$ cat src/rtl/grey_pkg.sv
// Shared types and the reference binary->Gray mapping.
//   state_t     : counter FSM states
//   bin2grey()  : b ^ (b >> 1), used by the encoder and by downstream checkers
package grey_pkg;

  // Widest code the helper function handles; callers cast in and out.
  localparam int unsigned GREY_MAX_W = 32;

  typedef enum logic [1:0] {
    IDLE = 2'd0,
    RUN  = 2'd1,
    DONE = 2'd2
  } state_t;

  // Gray code of a natural-binary value.
  function automatic logic [GREY_MAX_W-1:0] bin2grey(input logic [GREY_MAX_W-1:0] b);
    return b ^ (b >> 1);
  endfunction

endpackage

$ cat src/rtl/nature2grey_cnt_if.sv
// Valid/ready code stream between the counter and a Gray consumer.
//   out_vld : word valid (producer -> consumer)
//   out_rdy : consumer accepts word (consumer -> producer)
//   grey    : Gray code word
//   bin     : natural-binary value of the same word, for loopback checking
interface nature2grey_cnt_if #(
  parameter int unsigned WIDTH = 5
);

  logic             out_vld;
  logic             out_rdy;
  logic [WIDTH-1:0] grey;
  logic [WIDTH-1:0] bin;

  modport master (
    output out_vld,
    output grey,
    output bin,
    input  out_rdy
  );

  modport slave (
    input  out_vld,
    input  grey,
    input  bin,
    output out_rdy
  );

endinterface

$ cat src/rtl/bin2grey_enc.sv
// Combinational WIDTH-bit binary -> Gray encoder.
//   bin    : natural-binary input
//   grey_c : Gray code of bin (combinational)
module bin2grey_enc
  import grey_pkg::*;
#(
  parameter int unsigned WIDTH = 5
) (
  input  logic [WIDTH-1:0] bin,
  output logic [WIDTH-1:0] grey_c
);

  assign grey_c = WIDTH'(bin2grey(GREY_MAX_W'(bin)));

endmodule

$ cat src/rtl/nature2grey_cnt.sv
// Natural-binary up/down counter streaming its value as Gray code.
//   clk, rst_n : clock, async active-low reset
//   start      : enter RUN from IDLE/DONE, latching dir_up / mode_wrap
//   stop       : leave RUN after the next accepted word
//   dir_up     : 1 = count up, 0 = count down
//   mode_wrap  : 1 = wrap forever, 0 = stop in DONE after the terminal word
//   load       : preload count from load_val (IDLE/DONE only, wins over start)
//   load_val   : preload value
//   tc         : one-cycle pulse after the terminal word is accepted
//   busy       : FSM in RUN
//   strm       : out_vld/out_rdy/grey/bin code stream (master side)
module nature2grey_cnt
  import grey_pkg::*;
#(
  parameter int unsigned WIDTH = 5
) (
  input  logic               clk,
  input  logic               rst_n,
  input  logic               start,
  input  logic               stop,
  input  logic               dir_up,
  input  logic               mode_wrap,
  input  logic               load,
  input  logic [WIDTH-1:0]   load_val,
  output logic               tc,
  output logic               busy,
  nature2grey_cnt_if.master  strm
);

  localparam logic [WIDTH-1:0] MAX_VAL = '1;

  state_t           state;
  logic [WIDTH-1:0] count;
  logic [WIDTH-1:0] grey_q;
  logic             out_vld_q;
  logic             dir_l;
  logic             wrap_l;
  logic             stop_pend;

  logic [WIDTH-1:0] next_count_c;
  logic [WIDTH-1:0] next_grey_c;
  logic             xfer_c;
  logic             terminal_c;
  logic             stop_now_c;

  // Transfer, terminal detection and the next count value.
  always_comb begin
    xfer_c       = 1'b0;
    terminal_c   = 1'b0;
    stop_now_c   = 1'b0;
    next_count_c = count;

    xfer_c     = (state == RUN) && out_vld_q && strm.out_rdy;
    terminal_c = dir_l ? (count == MAX_VAL) : (count == '0);
    // A stop arriving together with the accepting handshake applies to that word.
    stop_now_c = stop_pend || stop;

    unique case (state)
      IDLE, DONE: begin
        if (load) begin
          next_count_c = load_val;
        end
      end
      RUN: begin
        if (xfer_c) begin
          next_count_c = dir_l ? (count + WIDTH'(1)) : (count - WIDTH'(1));
        end
      end
      default: begin
        next_count_c = count;
      end
    endcase
  end

  // Gray register is fed from the same next value as the binary count.
  bin2grey_enc #(
    .WIDTH (WIDTH)
  ) u_enc (
    .bin    (next_count_c),
    .grey_c (next_grey_c)
  );

  // Control FSM with count, code and status registers.
  always_ff @(posedge clk or negedge rst_n) begin
    if (!rst_n) begin
      state     <= IDLE;
      count     <= '0;
      grey_q    <= '0;
      out_vld_q <= 1'b0;
      tc        <= 1'b0;
      busy      <= 1'b0;
      stop_pend <= 1'b0;
      dir_l     <= 1'b1;
      wrap_l    <= 1'b1;
    end else begin
      count  <= next_count_c;
      grey_q <= next_grey_c;
      tc     <= 1'b0;

      unique case (state)
        IDLE: begin
          if (!load && start) begin
            state     <= RUN;
            out_vld_q <= 1'b1;
            busy      <= 1'b1;
            dir_l     <= dir_up;
            wrap_l    <= mode_wrap;
            stop_pend <= 1'b0;
          end
        end

        RUN: begin
          if (xfer_c) begin
            tc <= terminal_c;
            // stop outranks the one-shot DONE exit on a terminal word
            if (stop_now_c) begin
              state     <= IDLE;
              out_vld_q <= 1'b0;
              busy      <= 1'b0;
              stop_pend <= 1'b0;
            end else if (terminal_c && !wrap_l) begin
              state     <= DONE;
              out_vld_q <= 1'b0;
              busy      <= 1'b0;
            end
          end else if (stop) begin
            stop_pend <= 1'b1;
          end
        end

        DONE: begin
          if (load) begin
            state <= IDLE;
          end else if (start) begin
            state     <= RUN;
            out_vld_q <= 1'b1;
            busy      <= 1'b1;
            dir_l     <= dir_up;
            wrap_l    <= mode_wrap;
            stop_pend <= 1'b0;
          end
        end

        default: begin
          state     <= IDLE;
          out_vld_q <= 1'b0;
          busy      <= 1'b0;
          stop_pend <= 1'b0;
        end
      endcase
    end
  end

  assign strm.out_vld = out_vld_q;
  assign strm.grey    = grey_q;
  assign strm.bin     = count;

endmodule

$ cat src/flat_wrapper.sv
// flat-port wrapper written by rule: the top's interface ports become plain ports
module nature2grey_cnt_flat import grey_pkg::*;
#(
  parameter int unsigned WIDTH = 5
)
  (clk, rst_n, start, stop, dir_up, mode_wrap, load, load_val, tc, busy, strm_out_vld, strm_grey, strm_bin, strm_out_rdy);
  nature2grey_cnt_if #(.WIDTH(WIDTH)) strm_i ();
  input  logic clk;
  input  logic rst_n;
  input  logic start;
  input  logic stop;
  input  logic dir_up;
  input  logic mode_wrap;
  input  logic load;
  input  logic [WIDTH-1:0] load_val;
  output logic tc;
  output logic busy;
  output wire logic [$bits(strm_i.out_vld)-1:0] strm_out_vld;
  output wire logic [$bits(strm_i.grey)-1:0] strm_grey;
  output wire logic [$bits(strm_i.bin)-1:0] strm_bin;
  input wire logic [$bits(strm_i.out_rdy)-1:0] strm_out_rdy;
  assign strm_out_vld = strm_i.out_vld;
  assign strm_grey = strm_i.grey;
  assign strm_bin = strm_i.bin;
  assign strm_i.out_rdy = strm_out_rdy;
  nature2grey_cnt #(.WIDTH(WIDTH)) u_core (.clk(clk), .rst_n(rst_n), .start(start), .stop(stop), .dir_up(dir_up), .mode_wrap(mode_wrap), .load(load), .load_val(load_val), .tc(tc), .busy(busy), .strm(strm_i));
endmodule
$ cat config.mk
export PLATFORM = sky130hd
export DESIGN_NAME = nature2grey_cnt_flat
export DESIGN_NICKNAME = d
export VERILOG_FILES = /design/src/rtl/grey_pkg.sv /design/src/rtl/nature2grey_cnt_if.sv /design/src/rtl/bin2grey_enc.sv /design/src/rtl/nature2grey_cnt.sv /design/src/flat_wrapper.sv
export SDC_FILE = /design/constraint.sdc
export NUM_CORES = 1
export LEC_CHECK = 0
export CAP_MARGIN = 40
export CORE_MARGIN = 5
export CORE_UTILIZATION = 45
export DETAILED_ROUTE_END_ITERATION = 6
export PLACE_DENSITY = 0.75
export RECOVER_POWER = 50
export SYNTH_ARGS = -nofsm -noshare
export SYNTH_HDL_FRONTEND = slang
export SYNTH_SLANG_ARGS = --single-unit
$ cat constraint.sdc
create_clock -name clk -period 2.5 [get_ports clk]
set_input_delay 0.625 -clock clk [delete_from_list [all_inputs] [get_ports clk]]
set_output_delay 0.625 -clock clk [all_outputs]
set_load 0.01 [all_outputs]
==> impl_metrics.env <==
export IMPL_worst_ep_required_time_ps=2660
export IMPL_finalSetupViolCount=0
export IMPL_initial_utilization=0.488
export IMPL_yosysWarnings=0
export IMPL_hold_viol=0
export IMPL_holdBufCountCts=0
export IMPL_grt_pass1_vias=720
export IMPL_synth_compound_area_frac=0.148
export IMPL_regArea_um2=403
export IMPL_path_clk_slew_ps=100
export IMPL_insertion_delay_ps=280
export IMPL_dp_hpwl_mm=1.49
export IMPL_synth_xor_xnor_area_share=0.0712
export IMPL_endpoint_kind="flip-flop"
export IMPL_fin_skew_ps=9.57
export IMPL_fmax_mhz=453
export IMPL_synth_top_family_by_area="simple AND/OR/NAND/NOR gates"
export IMPL_finalSetupTns_ps=0
export IMPL_ys_flop_type="dfrtp_1"
export IMPL_antenna_left=0
export IMPL_ir_drop_mv=0.626
export IMPL_fp_row_count=15
export IMPL_netlist_instances=81
export IMPL_grt_pass1_wl_mm=3.22
export IMPL_cts_path_max_buffers=2
export IMPL_clock_root_buffer="clkbuf_4"
export IMPL_synth_fp_nets=98
export IMPL_dp_cells=130
export IMPL_ys_seq_elements=16
export IMPL_port_buffers=25
export IMPL_multi_input_area_um2=424
export IMPL_fp_dieArea_um2=2890
export IMPL_hold_class="flip-flop to flip-flop"
export IMPL_num_antenna_cells=0
export IMPL_maxCapViolCount=0
export IMPL_start_kind="flip-flop"
export IMPL_antenna_found_initial=0
export IMPL_grt_usage=0.156
export IMPL_via_count=713
export IMPL_layout_nets=127
export IMPL_yosys_area_share_simple=0.182
export IMPL_synthAdderAreaFrac=0.0669
export IMPL_critPathKind="flip-flop to flip-flop"
export IMPL_avgViaCountPerCell=5.32
export IMPL_yosys_cell_count_top_type="dfrtp_1"
export IMPL_htreeDepth=1
export IMPL_power_density_nw_per_um2=1340
export IMPL_grt_overflow=0
export IMPL_worst_slew_pin_slew_ps=692
export IMPL_cp_arrival_ps=2370
export IMPL_synth_edf_count=0
export IMPL_drtPass1Iterations=4
export IMPL_coreArea_um2=1760
export IMPL_io_pins=26
export IMPL_synthMuxAreaShare=0.0247
export IMPL_synth_commonest_cells="14 x dfrtp_1, 8 x nor2_1, 5 x a21oi_1, 5 x inv_1, 5 x xnor2_1"
export IMPL_slew_violations=0
export IMPL_status="finished clean"
export IMPL_cts_tree="built"
export IMPL_p_leak_nw=0.494
export IMPL_drive_gt1_frac=0.138
export IMPL_drt_iter0_markers=9
export IMPL_wl_mm=1.83
export IMPL_final_cells=134
export IMPL_cts_made_buffers=3
export IMPL_yosysTopAreaCell="dfrtp_1"
export IMPL_ys_types=37
export IMPL_wl_per_cell_um=13.6
export IMPL_grt_max_degree=17
export IMPL_dieWidth_um=53.7
export IMPL_n_fill_cell=154
export IMPL_maxSlewHeadroom=0.537
export IMPL_ys_seq_area_frac=0.468
export IMPL_postLayoutCoreUtil=0.662
export IMPL_drcViolationCount=0
export IMPL_worst_path_max_fanout=5
export IMPL_yosys_top_cells_area="dfrtp_1 41%, dfstp_2 6.1%, xnor2_1 5.1%"
export IMPL_avgSynthCellArea_um2=10.6
export IMPL_async_flop_share=1.00
export IMPL_yosysTopAreaCellShare=0.407
export IMPL_post_cts_buffers=0
export IMPL_numClockSinks=16
export IMPL_synth_area_um2=861
export IMPL_die_h_um=53.7
export IMPL_min_period_ps=2210
export IMPL_globalplace_congestion=0.813
export IMPL_syn_to_final_growth_pct=35.6
export IMPL_min_period_over_period=0.882
export IMPL_grt_setup_unrepaired="no"
export IMPL_cts_resized=0
export IMPL_power_mw=1.56
[layout make-up]
class	instances	share of cell area
Clock buffer	4	0.0311
Inverter	5	0.0161
Multi-Input combinational cell	58	0.363
Sequential cell	16	0.345
Tap cell	25	0.0268
Timing Repair Buffer	26	0.218
[kinds of logic (layout without fill, tap and decap cells)]
logic type / count (synthesis) / after routing
buf+inv: 7 / 35
compound gates: 19 / 19
simple gates: 26 / 26
xor+xnor: 7 / 7
mux: 2 / 2
fa+ha+maj: 4 / 4
flops: 16 / 16
[routing by layer]
metal,vias to the layer above,part of all wire,track usage
met4,0,0.0093,0.0936
met3,2,0.090,0.0332
li1,344,-,-
met5,-,0,0
met1,333,0.42,0.206
met2,34,0.48,0.234
[stage by stage]
stage          hold slack, ps  worst slack [ps]  area (um^2)
2_1_floorplan             329               398          861
3_3_place_gp              550               147         1130
3_5_place_dp              560               108         1130
4_1_cts                   574               281         1170
5_1_grt                   609               129         1170
6_report                  574               294         1170
[registers in the layout, summed over array words and instances, names as in the netlist]
name and cells:
u_core.state 2, u_core.strm.grey 4, u_core.strm.bin 5, u_core.busy 1, u_core.dir_l 1, u_core.tc 1
u_core.wrap_l 1, u_core.stop_pend 1
[cells in the final DEF, fill, tap and decap left out, drive strengths merged, types with 2 or more instances in the layout]
cell type / instances
clkbuf: 5
a21oi: 5
nand2: 5
clkdlybuf4s50: 22
nor2: 8
ha: 3
nor3: 2
xor2: 2
o21ai: 4
dfrtp: 14
dfstp: 2
dlygate4sd3: 3
inv: 5
nand2b: 2
xnor2: 5
and2b: 2
[power breakdown]
part	total, mW	switching (mW)	internal [mW]
combinational	0.897	0.424	0.473
sequential	0.496	0.103	0.393
clock	0.169	0.0802	0.0885
total	1.56	0.607	0.955
[final timing paths]
check	slack (ps)	cells after the start	end	start
min reg2reg	570	2	u_core.stop_pend$_DFFE_PN0P_	u_core.stop_pend$_DFFE_PN0P_
min	570	2	u_core.stop_pend$_DFFE_PN0P_	u_core.stop_pend$_DFFE_PN0P_
min in group asynchronous	820	1	u_core.strm.bin[0]$_DFF_PN0_	rst_n
max	290	8	u_core.strm.grey[3]$_DFF_PN0_	u_core.strm.bin[0]$_DFF_PN0_
max in group asynchronous	1240	1	u_core.busy$_DFFE_PN0P_	rst_n
max reg2reg	290	8	u_core.strm.grey[3]$_DFF_PN0_	u_core.strm.bin[0]$_DFF_PN0_
[critical path, cell delays in order (launching register included)]
cell and delay, ps:
dfrtp_1 430, inv_1 120, fa_1 450, nand2b_1 160, a21oi_1 170, xnor2_1 110, a21bo_1 170, a221o_1 310
xor2_1 160
(Power assumes the default switching activity.)
